===== src/rtl/axi_req_arbiter.sv =====
// AXI-MM cache front end: single-entry AR/AW/W holding registers, round-robin read vs write-beat
// arbitration, one 128-bit request word per access. Optional grant counters under AXI_ARB_STATS_EN.
module axi_req_arbiter #(
  parameter bit RR_INIT = 1'b0
) (
  input  logic         aclk,
  input  logic         aresetn,
  input  logic         s_arvalid,
  output logic         s_arready,
  input  logic [31:0]  s_araddr,
  input  logic [3:0]   s_arid,
  input  logic [1:0]   s_arburst,
  input  logic [2:0]   s_arsize,
  input  logic [7:0]   s_arlen,
  input  logic         s_awvalid,
  output logic         s_awready,
  input  logic [31:0]  s_awaddr,
  input  logic [3:0]   s_awid,
  input  logic [1:0]   s_awburst,
  input  logic [2:0]   s_awsize,
  input  logic [7:0]   s_awlen,
  input  logic         s_wvalid,
  output logic         s_wready,
  input  logic [63:0]  s_wdata,
  input  logic [7:0]   s_wstrb,
  input  logic         s_wlast,
  output logic         req_valid,
  input  logic         req_ready,
  output logic [127:0] result_arb,
  output logic         read_or_write
`ifdef AXI_ARB_STATS_EN
  ,
  output logic [15:0]  rd_grant_cnt,
  output logic [15:0]  wr_grant_cnt
`endif
);

  typedef struct packed {
    logic [6:0]  rsvd;
    logic [7:0]  wstrb;
    logic [63:0] wdata;
    logic [7:0]  len;
    logic [2:0]  size;
    logic [1:0]  burst;
    logic [3:0]  id;
    logic [31:0] addr;
  } req_t;

  typedef struct packed {
    logic [31:0] addr;
    logic [3:0]  id;
    logic [1:0]  burst;
    logic [2:0]  size;
    logic [7:0]  len;
  } cmd_t;

  logic        en;
  cmd_t        ar_q, aw_q;
  logic        ar_full, aw_full, w_full;
  logic [63:0] w_data;
  logic [7:0]  w_strb;
  logic        w_last;
  logic [31:0] beat_addr, next_addr;
  logic        lock, rr_ptr;
  logic        ar_fire, aw_fire, w_fire;
  logic        rd_cand, wr_cand, can_load, gnt_rd, gnt_wr;
  logic [31:0] step, incr_addr, wrap_mask;
  req_t        rd_word, wr_word;

  // en keeps every ready low while reset is held and for the first edge after release
  assign s_arready = en & ~ar_full;
  assign s_awready = en & ~aw_full;
  assign s_wready  = aw_full & ~w_full;

  assign ar_fire = s_arvalid & s_arready;
  assign aw_fire = s_awvalid & s_awready;
  assign w_fire  = s_wvalid & s_wready;

  assign rd_cand  = ar_full;
  assign wr_cand  = aw_full & w_full;
  assign can_load = ~req_valid | req_ready;

  always_comb begin
    gnt_rd = 1'b0;
    gnt_wr = 1'b0;
    if (can_load) begin
      if (lock) begin
        gnt_wr = wr_cand;
      end else if (rd_cand && wr_cand) begin
        gnt_wr = rr_ptr;
        gnt_rd = ~rr_ptr;
      end else begin
        gnt_rd = rd_cand;
        gnt_wr = wr_cand;
      end
    end
  end

  // WRAP container is (len+1)<<size bytes; only the offset bits inside it advance
  assign step      = 32'd1 << aw_q.size;
  assign incr_addr = beat_addr + step;
  assign wrap_mask = (({24'd0, aw_q.len} + 32'd1) << aw_q.size) - 32'd1;

  always_comb begin
    case (aw_q.burst)
      2'b00:   next_addr = beat_addr;
      2'b10:   next_addr = (beat_addr & ~wrap_mask) | (incr_addr & wrap_mask);
      default: next_addr = incr_addr;
    endcase
  end

  always_comb begin
    rd_word       = '0;
    rd_word.addr  = ar_q.addr;
    rd_word.id    = ar_q.id;
    rd_word.burst = ar_q.burst;
    rd_word.size  = ar_q.size;
    rd_word.len   = ar_q.len;
    wr_word       = '0;
    wr_word.addr  = beat_addr;
    wr_word.id    = aw_q.id;
    wr_word.burst = aw_q.burst;
    wr_word.size  = aw_q.size;
    wr_word.len   = aw_q.len;
    wr_word.wdata = w_data;
    wr_word.wstrb = w_strb;
  end

  always_ff @(posedge aclk or negedge aresetn) begin
    if (!aresetn) en <= 1'b0;
    else          en <= 1'b1;
  end

  always_ff @(posedge aclk or negedge aresetn) begin
    if (!aresetn) begin
      ar_full <= 1'b0;
      ar_q    <= '0;
    end else if (ar_fire) begin
      ar_full <= 1'b1;
      ar_q    <= '{s_araddr, s_arid, s_arburst, s_arsize, s_arlen};
    end else if (gnt_rd) begin
      ar_full <= 1'b0;
    end
  end

  always_ff @(posedge aclk or negedge aresetn) begin
    if (!aresetn) begin
      aw_full   <= 1'b0;
      aw_q      <= '0;
      beat_addr <= '0;
    end else if (aw_fire) begin
      aw_full   <= 1'b1;
      aw_q      <= '{s_awaddr, s_awid, s_awburst, s_awsize, s_awlen};
      beat_addr <= s_awaddr;
    end else if (gnt_wr) begin
      if (w_last) begin
        aw_full   <= 1'b0;
        beat_addr <= '0;
      end else begin
        beat_addr <= next_addr;
      end
    end
  end

  always_ff @(posedge aclk or negedge aresetn) begin
    if (!aresetn) begin
      w_full <= 1'b0;
      w_data <= '0;
      w_strb <= '0;
      w_last <= 1'b0;
    end else if (w_fire) begin
      w_full <= 1'b1;
      w_data <= s_wdata;
      w_strb <= s_wstrb;
      w_last <= s_wlast;
    end else if (gnt_wr) begin
      w_full <= 1'b0;
    end
  end

  // lock holds reads off until the burst's wlast beat has been granted
  always_ff @(posedge aclk or negedge aresetn) begin
    if (!aresetn) begin
      lock   <= 1'b0;
      rr_ptr <= RR_INIT;
    end else if (gnt_rd) begin
      rr_ptr <= 1'b1;
    end else if (gnt_wr) begin
      lock <= ~w_last;
      if (w_last) rr_ptr <= 1'b0;
    end
  end

  always_ff @(posedge aclk or negedge aresetn) begin
    if (!aresetn) begin
      req_valid     <= 1'b0;
      result_arb    <= '0;
      read_or_write <= 1'b0;
    end else if (gnt_rd) begin
      req_valid     <= 1'b1;
      result_arb    <= rd_word;
      read_or_write <= 1'b0;
    end else if (gnt_wr) begin
      req_valid     <= 1'b1;
      result_arb    <= wr_word;
      read_or_write <= 1'b1;
    end else if (req_ready) begin
      req_valid     <= 1'b0;
    end
  end

`ifdef AXI_ARB_STATS_EN
  always_ff @(posedge aclk or negedge aresetn) begin
    if (!aresetn) begin
      rd_grant_cnt <= '0;
      wr_grant_cnt <= '0;
    end else begin
      if (gnt_rd && rd_grant_cnt != 16'hFFFF) rd_grant_cnt <= rd_grant_cnt + 16'd1;
      if (gnt_wr && wr_grant_cnt != 16'hFFFF) wr_grant_cnt <= wr_grant_cnt + 16'd1;
    end
  end
`endif

endmodule


===== config.mk =====
export PLATFORM = sky130hd
export DESIGN_NAME = axi_req_arbiter
export DESIGN_NICKNAME = d
export VERILOG_FILES = /design/src/rtl/axi_req_arbiter.sv
export SDC_FILE = /design/constraint.sdc
export NUM_CORES = 1
export LEC_CHECK = 0
export CAP_MARGIN = 20
export CORE_AREA = 3 3 163 165
export DETAILED_ROUTE_END_ITERATION = 7
export DIE_AREA = 0 0 166 168
export HOLD_SLACK_MARGIN = 0.12
export PLACE_DENSITY = 0.91
export SYNTH_ARGS = -nofsm -noshare
export SYNTH_HDL_FRONTEND = slang
export SYNTH_SLANG_ARGS = --single-unit

===== constraint.sdc =====
create_clock -name aclk -period 10.4 [get_ports aclk]
set_input_delay 2.6 -clock aclk [delete_from_list [all_inputs] [get_ports aclk]]
set_output_delay 2.6 -clock aclk [all_outputs]
set_load 0.03 [all_outputs]

### After elaboration in Yosys (flattened, before gate mapping)

Index checks and enable logic that the tools add are counted.
W data, S select, Z words.

* register bits after elaboration: 307
* latch bits: 0
* memory bits (writable): 0
* ROM bits: 0
* input port bits: 177
* output and inout port bits: 133
* word-level logic and storage cells: 86
* memories: 0

* $add $sub $neg: 3
* multiply operators: 0
* div/mod/pow operators: 0
* order comparisons: 0
* equality and inequality tests: 2
* shift-type cells: 2
* muxes and demuxes: 25
* bitwise operators: 19
* reduce and logical (&&, ||, !) cells: 13

Operators by type and width (count)
* $mux W128: 2
* $mux W32: 3
* $and A32 B32 Y32: 2
* $pmux W32 S2: 1
* $add A32 B32 Y32: 1
* $not A32 Y32: 1
* $or A32 B32 Y32: 1
* $shl A1 B3 Y32 const A: 1
* $shl A9 B3 Y32: 1
* $sub A32 B1 Y32 const B: 1
* $mux W1: 19
* $reduce_bool A2 Y1: 6
* $add A8 B1 Y9 const B: 1
* $reduce_and A2 Y1: 4
* $and A1 B1 Y1: 7
* $not A1 Y1: 7
* $ne A3 B3 Y1 const B: 1
* $reduce_bool A3 Y1: 1
* $eq A2 B2 Y1 const B: 1
* $logic_not A2 Y1: 1
* $logic_and A1 B1 Y1: 1
* $or A1 B1 Y1: 1

### Longest topological paths before layout

Gate-level depths: netlist of run 1.

* depth after elaboration: 10
* mapped depth: 17
* mapped depth without buffers: 14

### Least setup slack after synthesis of run 1

OpenSTA, ideal clock, no wires.

* path type: input port to flip-flop
* from: in req_ready
* to: reg beat_addr[11]
* setup time: 0.067 ns
* arrival time: 4.356 ns
* data required time: 10.333 ns
* slack: 5.977 ns
* stages on the path: 10
* cells stage by stage: nor2b_1 -> nor2_1 -> o21a_1 -> clkbuf_1 -> nand2b_1 -> nand2_1 -> nand2_1 -> or4_1 -> mux2_2 -> nand2_1

* word-level cells in the longest chain between the ends: 4

Ends and longest elaborated chain
* start, declared: RTL line 28 `input logic req_ready,`
* $or A1 B1 Y1: RTL line 81 `assign can_load = ~req_valid | req_ready;`
* $mux W1: RTL line 86 `if (can_load) begin`
* $reduce_bool A2 Y1 (no source line)
* $reduce_and A2 Y1 (no source line)
* end signal, assigned: RTL line 154 `beat_addr <= s_awaddr;`
* end signal, assigned: RTL line 160 `beat_addr <= next_addr;`
* end, declared: RTL line 63 `logic [31:0] beat_addr, next_addr;`

No other way between the ends.
A chain may end at the register's enable or synchronous reset.

### Final worst setup path of run 1

Same ends and word-level chain as after synthesis.

==> impl_results.md, run 1 <==
- Most frequent cell after synthesis: dfrtp_1
- R2R cell count: 11
- Top sig layer: met5
- Met3 WL post-DR: 3.69 mm
- Post-synthesis compound-gate area fraction: 0.158
- DRC viols: 0
- Min Tclk post-route: 5360 ps
- Initial antenna violation count: 4
- Post-route setup slack: around 5000 ps
- Status: finished clean
- Pre-antenna DRT Iters: 5
- Layout cell share with drive strength beyond 1: 0.133
- Nets@finish: 1712
- Reg clk slew, reported paths: 60 ps
- YS warnings: 0
- Post-synthesis mux area share: 0.108
- Clock buffer count from CTS: 35
- Hold Vio Cnt, Final: 0
- Placed inst area: 0.0170 mm2
- Clock root cell: clkbuf_16
- Global route overflow: 0
- Worst Hold Launch: ar_q[37]
- Worst reg2reg endpoint: beat_addr[20]
- Post CTS Setup Buffer Count: 0
- Port Buffers: just over 300
- Required time of the critical path: 10840 ps
- Worst Setup SP: req_ready
- First-pass GRT wire length: between 60 and 70 mm
- Mean Syn Cell Area: 11.0 um2
- Leakage Power: approximately 7.9 nW
- Synthesized netlist cell count: 1263
- Max FO, Critical Path: 46
- Core box area: roughly 0.025 mm2
- Critical path capture point type: register
- Post-route cell area: ~0.018 mm2
- Max clock buf depth: 3
- Clock power frac: 0.194
- CTS Hold Buffers Added: 0
- DR vias: 11453
- Die ar.: 0.0279 mm2
- IO Count: 310
- Post-DP HPWL: 28.0 mm
- Final total power: 6.44 mW
- Hold WC Path Type: register to register
- GR Util All Layers: 0.295
- Psw: 2.69 mW
- Area contributors post-synth: dfrtp_1 (54%), mux2_2 (10%), nand2_1 (6.0%)
- Largest family of logic cells by synthesized area: compound AO/OA/AOI/OAI gates
- Most frequent cell on the critical path: nand2_1
- Pint: 3.75 mW
- XOR/XNOR Fraction of Synth Area: 0.0126
- Starting Density: 0.550
- Slew HR: 0.290
- Worst hold path depth: 2
- Drt initial violations: between 1000 and 1500
- Peak Freq: between 150 and 200 MHz
- Die Wd: 166 um
- WHS Endpoint: result_arb[20]
- Top_reg_cell synth: dfrtp_1
- Worst slack, placed: roughly 4500 ps
- Final Skew: 15.6 ps
- Share of async-settable or async-resettable flops after synthesis: 1.00
- GP Congestion: 0.921
- Top post-synthesis cells by count: dfrtp_1 (300), nand2_1 (220), mux2_2 (125)
- Final core occ: 0.723
- Sequential Power Share: 0.346
- Switch share: 0.418
- Worst Tran Pin Value: 1070 ps
- Via/cell ratio: ~6.1
- Row count: 58
- Synth Register Bits: 300
- Met2 WL: between 20 and 25 mm
- Max_cap viols: 0
- Worst path slowest cell: o21a_4
- Reg-to-Reg Start: aw_q[0]
- Flop-to-flop setup slack: 6180 ps
- WL final: 42.0 mm
- Htree depth: 2
- Setup-failing EPs final: 0
- Simple-gate area share of the yosys netlist: 0.134
- Clock latency on the worst-skew pair: just over 500 ps
- CP Launch Type: input port
- Critical-path cell list: clkdlybuf4s50_1, nor2b_1, nor2_1, o21a_4, nand2b_1, nand2_1, nand2_1, or4_1, mux2_2, nand2_1
- Final TNS setup: 0 ps
- Number of global-route vias before repair: 11900
- EDFF count, synth: 0
- Largest net degree at the start of global routing: 183
- Seq/Total Area, Yosys: 0.542
- CTS resizes: 0
- Top cell type's share of synthesized area: 0.542
- Wire length per cell: 22.4 um
- Chip height: 168 um
- RSZ-0062 raised after global routing: false
- Clock Sinks: 300
- Period utilization: 0.515
- Crit path DAT: 5800 ps
- ANT nets after route: 0
- M1 WL: approximately 16 mm
- Yosys top cell by area: dfrtp_1
- Syn Std Cell Area: between 0.01 and 0.015 mm2
- Power per cell area: 353 mW/mm2
- Crit Path Class: input port to register
- Power share of the combinational group: 0.460
- Synth Area in Adders: 0.0114
- CTS tree: done
- Max stage delay on crit path: 570 ps
- Final slew viol count: 0
- Count of cell types in the netlist: around 80
- VDD IR-drop max: ~0.23 mV
- Layout area overhead: 31.4%
[routing by layer]
metal	GRT usage	vias up
met4	0.0886	4
met2	0.501	549
met1	0.374	5717
li1	-	5091
met5	0	-
met3	0.0789	92
[layout by cell type (no fill, tap or decap), types with 9 or more instances in the layout]
cell and n:
ha_1 11, o311ai_0 9, a22o_1 72, nor2b_1 9, inv_1 11, nand2b_1 12, xnor2_1 12, a31oi_1 9
mux2_2 125, nor2_1 52, a22oi_1 54, clkbuf_16 36, nor3_1 24, clkdlybuf4s50_1 301, nand3_1 27, a21oi_1 17
o21ai_0 42, dfrtp_1 300, buf_4 10, nand2_1 218, and2_1 10
[critical path: cells and delay by family]
| kind | cells | cell delay, ps |
|---|---|---|
| AO/OA/AOI/OAI | 1 | 570 |
| multiplexers | 1 | 280 |
| buffers and inverters | 1 | 450 |
| AND/OR/NAND/NOR | 7 | 1860 |
[power by group through the flow]
stage | Clock, mW | Combinational (mW) | Sequential [mW]
global placement | 0 | 2.83 | 2.18
floorplan | 0 | 1.70 | 2.38
finish | 1.25 | 2.96 | 2.23
global route | 1.31 | 3.19 | 2.29
CTS | 1.26 | 2.95 | 2.21
detailed placement | 0 | 2.93 | 2.20
[worst max-delay path by stage]
stage / slack, ps / depth (start not counted) / to
after floorplan: 5980 / 10 / beat_addr[11]
after CTS: 5020 / 10 / beat_addr[11]
after global routing: 4890 / 10 / beat_addr[11]
after detailed placement: 4510 / 10 / beat_addr[11]
final: 5040 / 10 / beat_addr[11]
after global placement: 4660 / 10 / beat_addr[11]
[kinds of logic (layout without fill, tap and decap cells)]
logic type,count (synthesis),count (layout)
flip-flops,300,300
adder cells (fa/ha/maj),12,12
AND/OR/NAND/NOR,408,408
AO/OA/AOI/OAI,280,280
buffers and inverters,107,383
XOR/XNOR,20,20
multiplexers,134,134
other,2,11
[cell type report]
type / instances / area (um2)
Sequential cell: 300 / 7510
Fill cell: 1687 / 6970
Multi-Input combinational cell: 862 / 5960
Timing Repair Buffer: 313 / 3120
Clock buffer: 45 / 945
Tap cell: 330 / 413
Clock inverter: 14 / 216
Inverter: 11 / 41.3
Antenna cell: 3 / 7.51
[sequential cells by signal (all words and copies together), names as in the netlist]
signal,count
result_arb,121
aw_q,17
en,1
aw_full,1
lock,1
read_or_write,1
w_data,64
ar_q,49
req_valid,1
w_last,1
w_full,1
ar_full,1
rr_ptr,1
w_strb,8
beat_addr,32
[metrics by stage]
stage                     instances  hold WS (ps)
after global routing           1876           505
final                          1878           478
after detailed placement       1815           466
after global placement         1815           458
after floorplan                1269           441
after CTS                      1874           484
(Power assumes the default switching activity.)
==> run 2, diff against run 1 <==
--- a/config.mk
+++ b/config.mk
@@ -6,11 +6,11 @@
 export NUM_CORES = 1
 export LEC_CHECK = 0
 export CAP_MARGIN = 20
-export CORE_AREA = 3 3 163 165
+export CORE_AREA = 3 3 169 171
 export DETAILED_ROUTE_END_ITERATION = 7
-export DIE_AREA = 0 0 166 168
+export DIE_AREA = 0 0 172 174
 export HOLD_SLACK_MARGIN = 0.12
-export PLACE_DENSITY = 0.91
+export PLACE_DENSITY = 0.86
 export SYNTH_ARGS = -nofsm -noshare
 export SYNTH_HDL_FRONTEND = slang
 export SYNTH_SLANG_ARGS = --single-unit
==> constraint.sdc (replaced) <==
create_clock -name aclk -period 5.4 [get_ports aclk]
set_input_delay 1.35 -clock aclk [delete_from_list [all_inputs] [get_ports aclk]]
set_output_delay 1.35 -clock aclk [all_outputs]
set_load 0.03 [all_outputs]
==> run 2 against run 1 <==
  * Register-to-register slack worse by 4900 ps
  * Non-clock buffer count rose by 4
  * Cell area increased by 0.32%
  * Clock skew fell by 0.99 ps
  * Sequential power increased by 91%
  * Critical path depth did not move
  * Clock power rose by 90%
  * First-iteration DRC count is 1.8% lower
  * Count of clock-buffer cells in the layout is 1 higher
==> impl_results.md, run 2 (synthesis results as in run 1) <==
- Initial antenna violation count: 2 (was 4)
- DRC viols: 0 (unchanged)
- Nets@finish: 1715 (was 1712)
- Worst Tran Pin Value: 1080 ps (was 1070 ps)
- Max FFs per register: 121 (unchanged)
- Setup-failing EPs final: 0 (unchanged)
- DR vias: 11486 (was 11453)
- Pre-antenna DRT Iters: 8 (was 5)
- Pint: 7.16 mW (was 3.75 mW)
- Largest net degree at the start of global routing: 124 (was 183)
- Core box area: 0.0270 mm2 (was 0.0252 mm2)
- Clock latency on the worst-skew pair: 520 ps (was 510 ps)
- Status: finished clean (unchanged)
- Critical path capture point type: register (unchanged)
- Slew HR: 0.283 (was 0.290)
- GP Congestion: 0.902 (was 0.921)
- Port Buffers: 302 (unchanged)
- Htree depth: 2 (unchanged)
- CP Launch Type: register (was input port)
- CTS tree: done (unchanged)
- Required time of the critical path: 5800 ps (was 10840 ps)
- Final TNS setup: 0 ps (unchanged)
- Crit Path Class: register to register (was input port to register)
- WL final: 42.0 mm (about the same)
- Layout cell share with drive strength beyond 1: 0.137 (was 0.133)
- Placed Instances: 1831 (was 1815)
- Number of global-route vias before repair: 12126 (was 11900)
- CTS resizes: 0 (unchanged)
- RSZ-0062 raised after global routing: false (unchanged)
- Die Wd: 172 um (was 166 um)
- Row count: 60 (was 58)
- Period utilization: 0.766
- Power per cell area: 677 mW/mm2 (was 353 mW/mm2)
- Chip height: 174 um (was 168 um)
- Wire length per cell: 22.2 um (was 22.4 um)
- M1 WL: 15.9 mm (was 16.3 mm)
- Min Tclk post-route: 4130 ps
- Layout area overhead: 31.8% (was 31.4%)
- Psw: 5.21 mW (was 2.69 mW)
- Power share of the combinational group: 0.465 (was 0.460)
- VDD IR-drop max: 0.498 mV (was 0.231 mV)
- Starting Density: 0.513 (was 0.550)
- Via/cell ratio: 6.07 (was 6.10)
- Switch share: 0.421 (was 0.418)
- First-pass GRT wire length: 66.6 mm (was 66.1 mm)
- Placed inst area: 0.0171 mm2 (was 0.0170 mm2)
- Max FO, Critical Path: 31 (was 46)
- Post CTS Setup Buffer Count: 0 (unchanged)
- ANT nets after route: 0 (unchanged)
- Hold Vio Cnt, Final: 0 (unchanged)
- Clock root cell: clkbuf_16 (unchanged)
- R2R cell count: 10 (was 11)
- Post-DP HPWL: 27.8 mm (was 28.0 mm)
- CTS Hold Buffers Added: 0 (unchanged)
- Leakage Power: 7.91 nW (was 7.88 nW)
- Crit path DAT: 4530 ps (was 5800 ps)
- IO Count: 310 (unchanged)
- Post-route cell area: 0.0183 mm2 (was 0.0182 mm2)
- Worst reg2reg endpoint: beat_addr[14] (was beat_addr[20])
- Final Skew: 14.6 ps (was 15.6 ps)
- GR Util All Layers: 0.280 (was 0.295)
- Peak Freq: 242 MHz
- Max_cap viols: 0 (unchanged)
- Final slew viol count: 0 (unchanged)
- Most frequent cells in the layout: clkdlybuf4s50_1 (301), dfrtp_1 (300), nand2_1 (218) (unchanged)
- Crit path to: beat_addr[14] (was beat_addr[11])
- Hold WC Path Type: register to register (unchanged)
- Finished Layout Cells: 1892 (was 1878)
- Clock Sinks: 300 (unchanged)
- Flop-to-flop setup slack: 1270 ps (was 6180 ps)
- Drt initial violations: 1042 (was 1061)
- Reg-to-Reg Start: aw_q[10] (was aw_q[0])
- Biggest register: result_arb (unchanged)
- Top Registers: result_arb (121), w_data (64), ar_q (49) (unchanged)
- Global route overflow: 0 (unchanged)
- Met3 WL post-DR: 4.14 mm (was 3.69 mm)
- Clock buffer count from CTS: 34 (was 35)
- Max clock buf depth: 3 (unchanged)
- Sequential Power Share: 0.343 (was 0.346)
- Worst Setup SP: aw_q[10] (was req_ready)
- Met2 WL: 20.6 mm (was 20.7 mm)
- Die ar.: 0.0299 mm2 (was 0.0279 mm2)
- Reg clk slew, reported paths: 60 ps (about the same)
- Commonest non-fill, non-tap cell in the layout: clkdlybuf4s50_1 (unchanged)
- Top sig layer: met5 (unchanged)
- Clock power frac: 0.191 (was 0.194)
run 2: layer usage:
| layer | up-vias | GRT usage |
|---|---|---|
| met5 | - | 0 |
| li1 | 5108 | - |
| met2 | 561 | 0.459 |
| met1 | 5716 | 0.345 |
| met4 | 2 | 0.0981 |
| met3 | 99 | 0.0964 |
run 2: final cells by class:
type,count,area (um2)
Antenna cell,1,2.50
Inverter,11,41.3
Timing Repair Buffer,317,3180
Multi-Input combinational cell,862,5960
Clock inverter,14,209
Sequential cell,300,7510
Fill cell,1920,8760
Clock buffer,46,946
Tap cell,341,427
run 2: worst min-delay path by stage:
| stage | start | endpoint | cells after the start |
|---|---|---|---|
| 5_1_grt | aw_q[13] | aw_q[13] | 2 |
| 3_5_place_dp | aw_q[13] | aw_q[13] | 2 |
| 2_1_floorplan | lock | lock | 2 |
| 6_report | result_arb[11] | result_arb[11] | 2 |
| 3_3_place_gp | lock | lock | 2 |
| 4_1_cts | aw_q[13] | aw_q[13] | 2 |
run 2: worst max-delay path, stage by stage (launching register included):
cell      delay (ps)
dfrtp_1         1020
inv_1            470
nor3_1           430
ha_1             310
nor2_1            90
a211oi_1         680
nand3_1          190
a311o_1          350
nor2_1           130
o21ai_0          120
a211o_1          230
run 2: power by group through the flow:
stage	clock, mW	combinational (mW)	sequential, mW
finish	2.37	5.76	4.25
global route	2.51	6.22	4.37
CTS	2.40	5.74	4.23
detailed placement	0	5.70	4.22
global placement	0	5.51	4.17
floorplan	0	3.28	4.59
run 2: metrics by stage:
| step | setup slack (ps) | power, mW | hold WS (ps) | util |
|---|---|---|---|---|
| final | 1270 | 12.4 | 471 | 0.676 |
| after global routing | 897 | 13.1 | 488 | 0.676 |
| after CTS | 1380 | 12.4 | 479 | 0.676 |
| after detailed placement | 894 | 9.92 | 464 | 0.633 |
| after global placement | 1000 | 9.68 | 453 | 0.632 |
| after floorplan | 1900 | 7.86 | 441 | - |
